[src/rtl/multi_cycle_controller.sv]
// Multi-cycle MIPS-subset control FSM: Moore decode of datapath controls from state,
// with the PC load enable also qualified by the ALU zero flag for branches.
module multi_cycle_controller (
    input  logic       clk,
    input  logic       rst,
    input  logic [5:0] opc,
    input  logic [5:0] func,
    input  logic       zero,
    output logic       pc_ld,
    output logic       i_or_d,
    output logic       mem_read,
    output logic       mem_write,
    output logic       ir_write,
    output logic [1:0] reg_dst,
    output logic [1:0] mem_to_reg,
    output logic       reg_write,
    output logic       alu_src_a,
    output logic [1:0] alu_src_b,
    output logic [2:0] alu_ctrl,
    output logic [1:0] pc_src,
    output logic [3:0] state
);
    localparam int unsigned OPC_W = 6;
    localparam int unsigned ST_W  = 4;

    localparam logic [OPC_W-1:0] OP_RTYPE = 6'b000000;
    localparam logic [OPC_W-1:0] OP_LW    = 6'b100011;
    localparam logic [OPC_W-1:0] OP_SW    = 6'b101011;
    localparam logic [OPC_W-1:0] OP_BEQ   = 6'b000100;
    localparam logic [OPC_W-1:0] OP_BNE   = 6'b000101;
    localparam logic [OPC_W-1:0] OP_J     = 6'b000010;
    localparam logic [OPC_W-1:0] OP_JAL   = 6'b000011;
    localparam logic [OPC_W-1:0] OP_ADDI  = 6'b001000;
    localparam logic [OPC_W-1:0] OP_SLTI  = 6'b001010;
    localparam logic [OPC_W-1:0] FN_JR    = 6'b001000;

    localparam logic [2:0] ALU_ADD = 3'b010;
    localparam logic [2:0] ALU_SUB = 3'b110;
    localparam logic [2:0] ALU_AND = 3'b000;
    localparam logic [2:0] ALU_OR  = 3'b001;
    localparam logic [2:0] ALU_SLT = 3'b111;

    typedef enum logic [ST_W-1:0] {
        FETCH   = 4'd0,
        DECODE  = 4'd1,
        MEM_ADR = 4'd2,
        MEM_RD  = 4'd3,
        MEM_WB  = 4'd4,
        MEM_WR  = 4'd5,
        R_EX    = 4'd6,
        R_WB    = 4'd7,
        BRANCH  = 4'd8,
        JUMP    = 4'd9,
        JAL     = 4'd10,
        JR      = 4'd11,
        I_EX    = 4'd12,
        I_WB    = 4'd13
    } state_t;

    state_t state_q, state_d;
    logic   pc_write, branch, is_bne;
    logic   ir_write_s, reg_write_s, mem_write_s;

    // State register
    always_ff @(posedge clk or posedge rst) begin
        if (rst) state_q <= FETCH;
        else     state_q <= state_d;
    end

    // Next-state and Moore output decode
    always_comb begin
        state_d     = state_q;
        i_or_d      = 1'b0;
        mem_read    = 1'b0;
        mem_write_s = 1'b0;
        ir_write_s  = 1'b0;
        reg_dst     = 2'b00;
        mem_to_reg  = 2'b00;
        reg_write_s = 1'b0;
        alu_src_a   = 1'b0;
        alu_src_b   = 2'b00;
        alu_ctrl    = ALU_AND;
        pc_src      = 2'b00;
        pc_write    = 1'b0;
        branch      = 1'b0;
        case (state_q)
            FETCH: begin
                mem_read   = 1'b1;
                ir_write_s = 1'b1;
                alu_src_b  = 2'b01;
                alu_ctrl   = ALU_ADD;
                pc_write   = 1'b1;
                state_d    = DECODE;
            end
            DECODE: begin
                alu_src_b = 2'b11;
                alu_ctrl  = ALU_ADD;
                case (opc)
                    OP_LW, OP_SW:      state_d = MEM_ADR;
                    OP_RTYPE:          state_d = (func == FN_JR) ? JR : R_EX;
                    OP_BEQ, OP_BNE:    state_d = BRANCH;
                    OP_J:              state_d = JUMP;
                    OP_JAL:            state_d = JAL;
                    OP_ADDI, OP_SLTI:  state_d = I_EX;
                    default:           state_d = FETCH;
                endcase
            end
            MEM_ADR: begin
                alu_src_a = 1'b1;
                alu_src_b = 2'b10;
                alu_ctrl  = ALU_ADD;
                state_d   = (opc == OP_LW) ? MEM_RD : MEM_WR;
            end
            MEM_RD: begin
                i_or_d   = 1'b1;
                mem_read = 1'b1;
                state_d  = MEM_WB;
            end
            MEM_WB: begin
                reg_write_s = 1'b1;
                mem_to_reg  = 2'b01;
                state_d     = FETCH;
            end
            MEM_WR: begin
                i_or_d      = 1'b1;
                mem_write_s = 1'b1;
                state_d     = FETCH;
            end
            R_EX: begin
                alu_src_a = 1'b1;
                case (func)
                    6'b100010: alu_ctrl = ALU_SUB;
                    6'b100100: alu_ctrl = ALU_AND;
                    6'b100101: alu_ctrl = ALU_OR;
                    6'b101010: alu_ctrl = ALU_SLT;
                    default:   alu_ctrl = ALU_ADD;
                endcase
                state_d = R_WB;
            end
            R_WB: begin
                reg_write_s = 1'b1;
                reg_dst     = 2'b01;
                state_d     = FETCH;
            end
            I_EX: begin
                alu_src_a = 1'b1;
                alu_src_b = 2'b10;
                alu_ctrl  = (opc == OP_SLTI) ? ALU_SLT : ALU_ADD;
                state_d   = I_WB;
            end
            I_WB: begin
                reg_write_s = 1'b1;
                state_d     = FETCH;
            end
            BRANCH: begin
                alu_src_a = 1'b1;
                alu_ctrl  = ALU_SUB;
                pc_src    = 2'b01;
                branch    = 1'b1;
                state_d   = FETCH;
            end
            JUMP: begin
                pc_write = 1'b1;
                pc_src   = 2'b10;
                state_d  = FETCH;
            end
            JAL: begin
                pc_write    = 1'b1;
                pc_src      = 2'b10;
                reg_write_s = 1'b1;
                reg_dst     = 2'b10;
                mem_to_reg  = 2'b10;
                state_d     = FETCH;
            end
            JR: begin
                pc_write = 1'b1;
                pc_src   = 2'b11;
                state_d  = FETCH;
            end
            default: state_d = FETCH;
        endcase
    end

    // Write enables held low while reset is asserted, even though reset parks us in FETCH
    assign is_bne    = (opc == OP_BNE);
    assign pc_ld     = ~rst & (pc_write | (branch & (zero ^ is_bne)));
    assign ir_write  = ~rst & ir_write_s;
    assign reg_write = ~rst & reg_write_s;
    assign mem_write = ~rst & mem_write_s;
    assign state     = ST_W'(state_q);

endmodule
[config.mk]
export PLATFORM = sky130hd
export DESIGN_NAME = multi_cycle_controller
export DESIGN_NICKNAME = d
export VERILOG_FILES = /design/src/rtl/multi_cycle_controller.sv
export SDC_FILE = /design/constraint.sdc
export NUM_CORES = 1
export LEC_CHECK = 0
export CORE_ASPECT_RATIO = 0.75
export CORE_MARGIN = 4
export CORE_UTILIZATION = 25
export CTS_CLUSTER_SIZE = 30
export DETAILED_ROUTE_END_ITERATION = 12
export GPL_ROUTABILITY_DRIVEN = 0
export PLACE_DENSITY = 0.62
export SYNTH_ARGS = -nofsm -noshare
export SYNTH_HDL_FRONTEND = slang
export SYNTH_SLANG_ARGS = --single-unit
[constraint.sdc]
create_clock -name clk -period 4.2 [get_ports clk]
set_input_delay 0.84 -clock clk [delete_from_list [all_inputs] [get_ports clk]]
set_output_delay 0.84 -clock clk [all_outputs]
set_load 0.01 [all_outputs]
==> impl_metrics.yaml, run 1 <==
sta:
  setup_tns_ps: 0
  rsz0062_at_grt: "false"
  worstMarginPinSlew_ps: 727
  min_period_over_period: 0.890
  setup-violations-final: 0
  fmax_mhz: 267
  maxSlewHeadroom: 0.515
  hold_violations: 0
  skew_ps: 0.982
  slew_viol_final: 0
  period_minus_slack_ps: 3740
clock_tree:
  insertion_delay_ps: 230
  cts_tree: "done"
  cts_sinks: 4
  cts_setup_buffers: 0
  root_buffer: "clkbuf_4"
  holdBufCountCts: 0
  post_cts_resized: 0
  clk_pin_slew_ps: 40
  cts_buffers: 3
  clock_path_buffers: 2
  htree_levels: 1
pwr:
  p_leak_nw: 0.377
  ir_drop_mv: 0.117
  power.density_nw_per_um2: 316
logic_synthesis:
  yosysWarningCount: 0
  seq_area_frac_synth: 0.158
  synth-edff-count: 0
  ys.flop_type: "dfrtp_1"
  syn_area_sq_um: 633
  ys_types: 37
  async_flop_share: 1.00
  syn_area_per_cell_sq_um: 6.66
  syn_inst: 95
  synth_seq_cells: 4
  syn_nets: 110
place:
  dp_hpwl_um: 1710
  place_area_sq_um: 998
  io_buffers: 36
die:
  die_h_um: 51.6
  io_pins: 37
  coreArea_sq_um: 2360
  dieArea_sq_um: 3410
  core.rowCount: 15
  start_util: 0.268
  die_w_um: 66.1
flow_run:
  drv_cap: 0
global_route:
  grt_antenna_before_repair: 0
  track_usage: 0.131
  overflow: 0
  grt_pass1_vias: 785
  grt_max_degree: 24
  grt_pass1_wl_um: 3560
route:
  viasPerCell: 5.23
  postRouteAntennaNets: 0
  wl_um: 2260
  wire_per_inst_um: 14.1
  vias: 842
  first_pass_iters: 4
  drtIter0Drc: 56
  route.detailed.drc: 0
min_path:
  min_to: "state[2]$_DFF_PP0_"
  hold_class: "register to register"
  min_from: "state[2]$_DFF_PP0_"
  worstHoldPathCells: 2
worst_setup_path:
  r2r-end: "state[3]$_DFF_PP0_"
  r2r_cells: 4
  arrival_ps: 2900
  crit_path_start_kind: "primary input"
  r2r_slack_ps: 2090
  worst_ep_required_time_ps: 3360
  cp_max_fo: 7
  critPathKind: "primary input to output port"
  cp-end-kind: "output port"
  reg2reg_from: "state[0]$_DFF_PP0_"
final_layout:
  antennaDiodeCount: 0
  final_core_util: 0.432
  final_common_cell: "clkdlybuf4s50_1"
  fillers: 256
  fin_nets: 144
  regArea_sq_um: 100
  drive_gt1_frac: 0.0472
  postLayoutCellArea_sq_um: 1020
  multiInputGateArea_sq_um: 488
  largest_reg_flops: 4
  final_cell_mix: "36 x clkdlybuf4s50_1, 18 x nor2_1, 6 x nand2b_1"
  syn_to_final_growth_pct: 61.3
outcome:
  status: "complete, no violations"
[area by class of cell]
| type | count | share of cell area |
|---|---|---|
| Sequential cell | 4 | 0.0980 |
| Timing Repair Buffer | 36 | 0.353 |
| Tap cell | 34 | 0.0417 |
| Clock buffer | 3 | 0.0221 |
| Inverter | 2 | 0.00735 |
| Multi-Input combinational cell | 82 | 0.478 |
[power by group]
group          leakage [nW]  switching (mW)  internal, mW  total, mW
clock                0.0138          0.0154        0.0319     0.0473
combinational         0.310          0.0832         0.107      0.190
sequential           0.0532          0.0394        0.0453     0.0847
total                 0.377           0.138         0.184      0.322
[synthesized netlist by cell type, drive strengths merged, types with 3 or more instances]
master	number	area, sq um
nor2	18	67.6
nand2b	6	37.5
nand2	5	18.8
clkbuf	4	15.0
dfrtp	4	100
nor3	4	20.0
o21ai	4	23.8
a21oi	3	15.0
a31oi	3	18.8
and3	3	18.8
buf	3	22.5
nand3	3	15.0
nand4	3	18.8
nor2b	3	18.8
nor4	3	18.8
[cells by family after synthesis]
logic type	Yosys count	synth area share
flip-flops	4	0.158
AND/OR/NAND/NOR	56	0.462
AO/OA/AOI/OAI	21	0.237
multiplexers	1	0.0158
XOR/XNOR	4	0.0553
buffers and inverters	9	0.0711
[per-stage QoR]
stage | worst slack, ps | instances | power [mW] | hold slack, ps
floorplan | 1680 | 95 | 0.181 | 611
global placement | 552 | 158 | 0.271 | 831
global route | 272 | 161 | 0.345 | 932
finish | 461 | 161 | 0.322 | 854
CTS | 499 | 161 | 0.324 | 848
detailed placement | 503 | 158 | 0.274 | 833
[layer usage]
metal	vias up	global-route usage	wire [um]
li1	417	-	-
met3	2	0.0302	230
met4	0	0.0405	19
met2	50	0.189	963
met5	-	0	0
met1	373	0.189	1050
[worst max-delay path by stage]
stage	end	startpoint	cells past startpoint	slack [ps]
floorplan	pc_ld	opc[1]	4	1680
global placement	pc_ld	opc[3]	6	550
detailed placement	pc_ld	opc[3]	6	500
CTS	pc_ld	opc[3]	6	500
global route	pc_ld	opc[3]	6	270
finish	pc_ld	opc[3]	6	460
[critical path, cell delays in order]
cell and delay, ps:
clkdlybuf4s50_1 520, nor4_1 460, nand3_1 190, xor2_1 170
a31oi_1 170, clkdlybuf4s50_1 550
No activity file was read; power rests on OpenSTA's default activity.
==> run 2: changes to the inputs <==
--- a/config.mk
+++ b/config.mk
@@ -8,6 +8,7 @@
 export CORE_ASPECT_RATIO = 0.75
 export CORE_MARGIN = 4
 export CORE_UTILIZATION = 25
+export CTS_CLUSTER_DIAMETER = 200
 export CTS_CLUSTER_SIZE = 30
 export DETAILED_ROUTE_END_ITERATION = 12
 export GPL_ROUTABILITY_DRIVEN = 0
==> results of run 2 <==
Same layout as run 1: the final DEF is identical, and so are final timing and power.
==> variant 1: new RTL, flow settings as in run 1 <==
Register the inputs `opc`, `func` and `zero` before use. The logic sees them one clock later.
--- a/src/rtl/multi_cycle_controller.sv
+++ b/src/rtl/multi_cycle_controller.sv
@@ -57,6 +57,16 @@
         I_WB    = 4'd13
     } state_t;
 
+    logic [5:0] opc_q;
+    logic [5:0] func_q;
+    logic zero_q;
+
+    always_ff @(posedge clk) begin
+        opc_q  <= opc;
+        func_q <= func;
+        zero_q <= zero;
+    end
+
     state_t state_q, state_d;
     logic   pc_write, branch, is_bne;
     logic   ir_write_s, reg_write_s, mem_write_s;
@@ -95,9 +105,9 @@
             DECODE: begin
                 alu_src_b = 2'b11;
                 alu_ctrl  = ALU_ADD;
-                case (opc)
+                case (opc_q)
                     OP_LW, OP_SW:      state_d = MEM_ADR;
-                    OP_RTYPE:          state_d = (func == FN_JR) ? JR : R_EX;
+                    OP_RTYPE:          state_d = (func_q == FN_JR) ? JR : R_EX;
                     OP_BEQ, OP_BNE:    state_d = BRANCH;
                     OP_J:              state_d = JUMP;
                     OP_JAL:            state_d = JAL;
@@ -109,7 +119,7 @@
                 alu_src_a = 1'b1;
                 alu_src_b = 2'b10;
                 alu_ctrl  = ALU_ADD;
-                state_d   = (opc == OP_LW) ? MEM_RD : MEM_WR;
+                state_d   = (opc_q == OP_LW) ? MEM_RD : MEM_WR;
             end
             MEM_RD: begin
                 i_or_d   = 1'b1;
@@ -128,7 +138,7 @@
             end
             R_EX: begin
                 alu_src_a = 1'b1;
-                case (func)
+                case (func_q)
                     6'b100010: alu_ctrl = ALU_SUB;
                     6'b100100: alu_ctrl = ALU_AND;
                     6'b100101: alu_ctrl = ALU_OR;
@@ -145,7 +155,7 @@
             I_EX: begin
                 alu_src_a = 1'b1;
                 alu_src_b = 2'b10;
-                alu_ctrl  = (opc == OP_SLTI) ? ALU_SLT : ALU_ADD;
+                alu_ctrl  = (opc_q == OP_SLTI) ? ALU_SLT : ALU_ADD;
                 state_d   = I_WB;
             end
             I_WB: begin
@@ -182,8 +192,8 @@
     end
 
     // Write enables held low while reset is asserted, even though reset parks us in FETCH
-    assign is_bne    = (opc == OP_BNE);
-    assign pc_ld     = ~rst & (pc_write | (branch & (zero ^ is_bne)));
+    assign is_bne    = (opc_q == OP_BNE);
+    assign pc_ld     = ~rst & (pc_write | (branch & (zero_q ^ is_bne)));
     assign ir_write  = ~rst & ir_write_s;
     assign reg_write = ~rst & reg_write_s;
     assign mem_write = ~rst & mem_write_s;
Formal check against the unedited RTL: not equivalent (a bounded check fails within 4 cycles, from zero or initial values and one cycle with rst high).
==> variant 1 against run 1 <==
  * Cell area up 28%
  * Total power is 63% higher
  * Synthesized area up 41%
  * Wire length rose by 4.5%
  * Setup slack gained 650 ps
  * Synthesized cell count increased by 14%
  * Highest routed layer unchanged
  * Sequential cell count rose by 13
  * Clock power rose to 2.5 times the old value
==> variant 1: results (changes against run 1) <==
- Placed Cells: 177 (+12%)
- Critical path's top delay family: flip-flops
- Internal power: 349.1 uW (+90%)
- Crit-path max FO: 23 (+16)
- Met2 wire len: 1041 um (+8.1%)
- Skew final: 4.299 ps (+3.318 ps)
- GRT Overall Usage: 10.58% (-2.5 points)
- Per-cell routed wire length: 13.07 um (-7.0%)
- Flop2flop setup slack: 2130 ps (+40 ps)
- Vias in the first global route: 894 (+14%)
- Worst Tran Pin Value: 746.0 ps (+18.51 ps)
- Clk slew on worst S/H paths: 60 ps (+20 ps)
- Critical-path top delay cell: dfrtp_1
- Fin nets: 157 (+9.0%)
- Max incr delay on CP: 830 ps (+280 ps)
- Clock group: 120 uW (+150%)
- Post-CTS setup buffers: 0 (unchanged)
- IR drop worst, VDD: 0.2015 mV (+72%)
- Critical path destination: alu_ctrl[0]
- Post-Route M1 WL: 1128 um (+7.5%)
- Met3 WL: 183 um (-20%)
- Yosys cell types: 38 (+2.7%)
- CP arrival: 2250 ps (-650 ps)
- WHS: 628.2 ps (-226.2 ps)
- Synthesized instance count: 108 (+14%)
- Clock root buffer: clkbuf_8
- Num CTS Buffers: 3 (unchanged)
- Sequential-to-total area share from yosys stat: 40.34% (+25 points)
- WHS Path Cells: 3 (+1)
- Worst slack, placed: 1118 ps (+614.9 ps)
- Crit. Startpoint: state[1]
- Worst skew pair latency: 250 ps (+20 ps)
- Syn nets: 123 (+12%)
- Share of cells above drive strength 1: 4.255% (-0.47 points)
- Iteration-0 DRC Markers: 48 (-14%)
- Status: complete, no violations
- Seq power: 219 uW (+160%)
- Placement-stage cell area: 0.001266 sq mm (+27%)
- Primary FF master, synth: dfxtp_1
- Commonest cells post-synth: nor2_1, dfxtp_1, nand2b_1
- Vias per Instance: 4.972 (-4.9%)
- Async set-reset flop share out of synthesis: 23.53% (-76 points)
- Total power draw: 523.7 uW (+63%)
- Leak pwr: 0.0004959 uW (+31%)
- Global-route wire length before repair: 3967 um (+11%)
- Post-DP HPWL: 1854 um (+8.7%)
- Top cells by area in the synthesized netlist: dfxtp_1, dfrtp_1, nor2_1
- Worst hold start: opc_q[5]
## variant 1: cell types whose count changed in the layout (fill, tap and decap cells not counted)
| cell | run 1 | this run |
|---|---|---|
| clkbuf_4 | 3 | 0 |
| dfxtp_1 | 0 | 13 |
| clkbuf_1 | 0 | 1 |
| clkbuf_8 | 0 | 3 |
## variant 1: logic make-up after synthesis
| family | synth area share (%) |
|---|---|
| mux | 1.120 |
| compound gates | 16.81 |
| xor+xnor | 3.922 |
| flops | 40.34 |
| simple gates | 32.78 |
| buf+inv | 5.042 |
## variant 1: final cells by class
| type | instances | area, sq um |
|---|---|---|
| tap | 40 | 50.05 |
| multi-input combinational | 82 | 488.0 |
| inverter | 2 | 7.507 |
| fill | 325 | 2044 |
| timing repair buffer | 36 | 360.3 |
| clock buffer | 4 | 45.04 |
| sequential | 17 | 360.3 |
## variant 1: routing by layer
layer  up-vias  global-route usage (%)
li1        460                       -
met1       402                   12.83
met2        36                   18.49
met3         2                   4.066
met4         0                   1.523
met5         -                       0
==> variant 2: new RTL, config.mk and constraints of run 1 <==
Made on the original files. Make the reset (`rst`) synchronous in one clocked block.
--- a/src/rtl/multi_cycle_controller.sv
+++ b/src/rtl/multi_cycle_controller.sv
@@ -62,7 +62,7 @@
     logic   ir_write_s, reg_write_s, mem_write_s;
 
     // State register
-    always_ff @(posedge clk or posedge rst) begin
+    always_ff @(posedge clk) begin
         if (rst) state_q <= FETCH;
         else     state_q <= state_d;
     end
Behaviour: differs if rst is asserted again (counterexample within 4 cycles, from zero or initial values and one cycle with rst high); with rst held inactive, the same outputs for 10 cycles.
==> variant 2 against run 1 <==
  * Hold slack worse by 170 ps
  * Count of clock-buffer cells in the layout stayed put
  * Via count is 3.6% lower
  * Sequential cell count stayed put
  * Setup slack better by 38 ps
  * Cell count stayed put
  * Highest routed layer is now met3
  * Global-route usage is 0.76 points lower
  * Synthesized area is 4.3% lower
  * Critical path type unchanged
  * Wire length is 11% lower
  * Cell area is 2.5% lower
  * Non-clock buffer count stayed put
Power is not compared: it rests on default switching activity, and its combinational part moved more than twofold at a synthesized area within 25%.
==> variant 2: results (changes against run 1) <==
- First drt pass iteration count: 4 (unchanged)
- Reg2reg end: state[0]
- Via count: 812 (-3.6%)
- Max incr delay on CP: 610 ps (+60 ps)
- Async set-reset flop share out of synthesis: 0% (-100 points)
- Per-cell routed wire length: 12.45 um (-11%)
- Relative slew slack: 63.79% (+12 points)
- Global-route wire length before repair: 3236 um (-9.1%)
- Sequential-to-total area share from yosys stat: 13.22% (-2.6 points)
- Primary FF master, synth: dfxtp_1
- Pin count of the biggest net entering global routing: 18 (-25%)
- Top cells by area in the synthesized netlist: dfxtp_1, nor2_1, o211ai_1
- Number of fill cells: 252 (-1.6%)
- Vias in the first global route: 713 (-9.2%)
- Skew final: 4.632 ps (+3.650 ps)
- Mux cell area share after synthesis: 1.653% (+0.072 points)
- CP arrival: 2860 ps (-40 ps)
- HP Class: reg2reg
- Clock root buffer: clkbuf_4
- Antenna fix cells: 0 (unchanged)
- IR drop worst, VDD: 0.1130 mV
- Worst reg2reg path startpoint: state[3]
- Synthesized instance count: 96 (+1.1%)
- Compound-Gate Fraction of Synth Area: 29.55% (+5.8 points)
- Yosys cell types: 40 (+8.1%)
- Commonest cells post-synth: nor2_1, clkbuf_1, a21oi_1, nand2_1
- Post-Synth XOR/XNOR Area: 4.339% (-1.2 points)
- Max Clock Freq: 270.2 MHz (+1.0%)
- Remaining DRCs: 0 (unchanged)
- Status: complete, no violations
- Flop2flop setup slack: 2580 ps (+490 ps)
- Num CTS Buffers: 3 (unchanged)
- Critical path destination: pc_ld
- Ys Warns: 0 (unchanged)
- Clk buf depth: 2 (unchanged)
- Most Frequent Cell on Critical Path: clkdlybuf4s50_1
- Worst slack, placed: 527.6 ps (+24.95 ps)
- Placed Cells: 158 (unchanged)
- Post-synthesis adder-cell area fraction: 0% (unchanged)
- Post-DP HPWL: 1616 um (-5.2%)
- Iteration-0 DRC Markers: 48 (-14%)
- Crit-path max FO: 11 (+4)
- Post-CTS setup buffers: 0 (unchanged)
- Drt total wl: 2005 um (-11%)
- GRT Overall Usage: 12.29% (-0.76 points)
- Fin nets: 144 (unchanged)
- Buffers on Ports: 36 (unchanged)
- Syn nets: 111 (+0.91%)
- PostCTS Resize Cnt: 0 (unchanged)
- Worst skew pair latency: 230 ps (about the same)
- Initial antenna violation count: 0 (unchanged)
-- variant 2: worst reg2reg max path, stage by stage, from the launching register on --
cell and delay, ps:
dfxtp_1 470, or2_1 350, nor2_1 150, or4b_1 450, a21oi_1 130
-- variant 2: where the power goes --
part | internal [uW] | switching, uW
Combinational | 32.3 | 27.2
Sequential | 39.6 | 4.76
Clock | 31.9 | 14.4
Total | 104 | 46.3
-- variant 2: how the worst min path moves through the flow --
stage	from	endpoint	slack [ps]	depth (start not counted)
floorplan	state[1]	state[2]	740	3
global placement	state[2]	state[2]	670	2
detailed placement	state[2]	state[2]	670	2
CTS	state[2]	state[2]	680	2
global route	state[2]	state[2]	730	2
finish	state[2]	state[2]	680	2
-- variant 2: area by class of cell --
| type | count | area, sq um | share of cell area (%) |
|---|---|---|---|
| sequential | 4 | 80.08 | 8.040 |
| multi-input combinational | 80 | 475.5 | 47.74 |
| inverter | 4 | 15.01 | 1.508 |
| clock buffer | 3 | 22.52 | 2.261 |
| timing repair buffer | 36 | 360.3 | 36.18 |
| tap | 34 | 42.54 | 4.271 |
-- variant 2: metrics by stage --
| stage | power (uW) | area, sq um |
|---|---|---|
| 6_report | 150.1 | 996.0 |
| 3_5_place_dp | 104.4 | 973.4 |
| 5_1_grt | 164.6 | 996.0 |
| 2_1_floorplan | 69.66 | 605.6 |
| 4_1_cts | 152.6 | 996.0 |
| 3_3_place_gp | 103.5 | 973.4 |
-- variant 2: logic make-up (layout without fill, tap and decap cells) --
group / after synthesis / after routing
XOR/XNOR: 3 / 3
flip-flops: 4 / 4
multiplexers: 1 / 1
AND/OR/NAND/NOR: 50 / 50
AO/OA/AOI/OAI: 26 / 26
buffers and inverters: 12 / 43
-- variant 2: routing by layer --
metal	vias up	track usage [%]	routed length (um)
li1	411	-	-
met1	365	17.35	1016
met2	36	17.83	814
met3	0	5.145	173
met4	0	1.053	0
met5	-	0	0
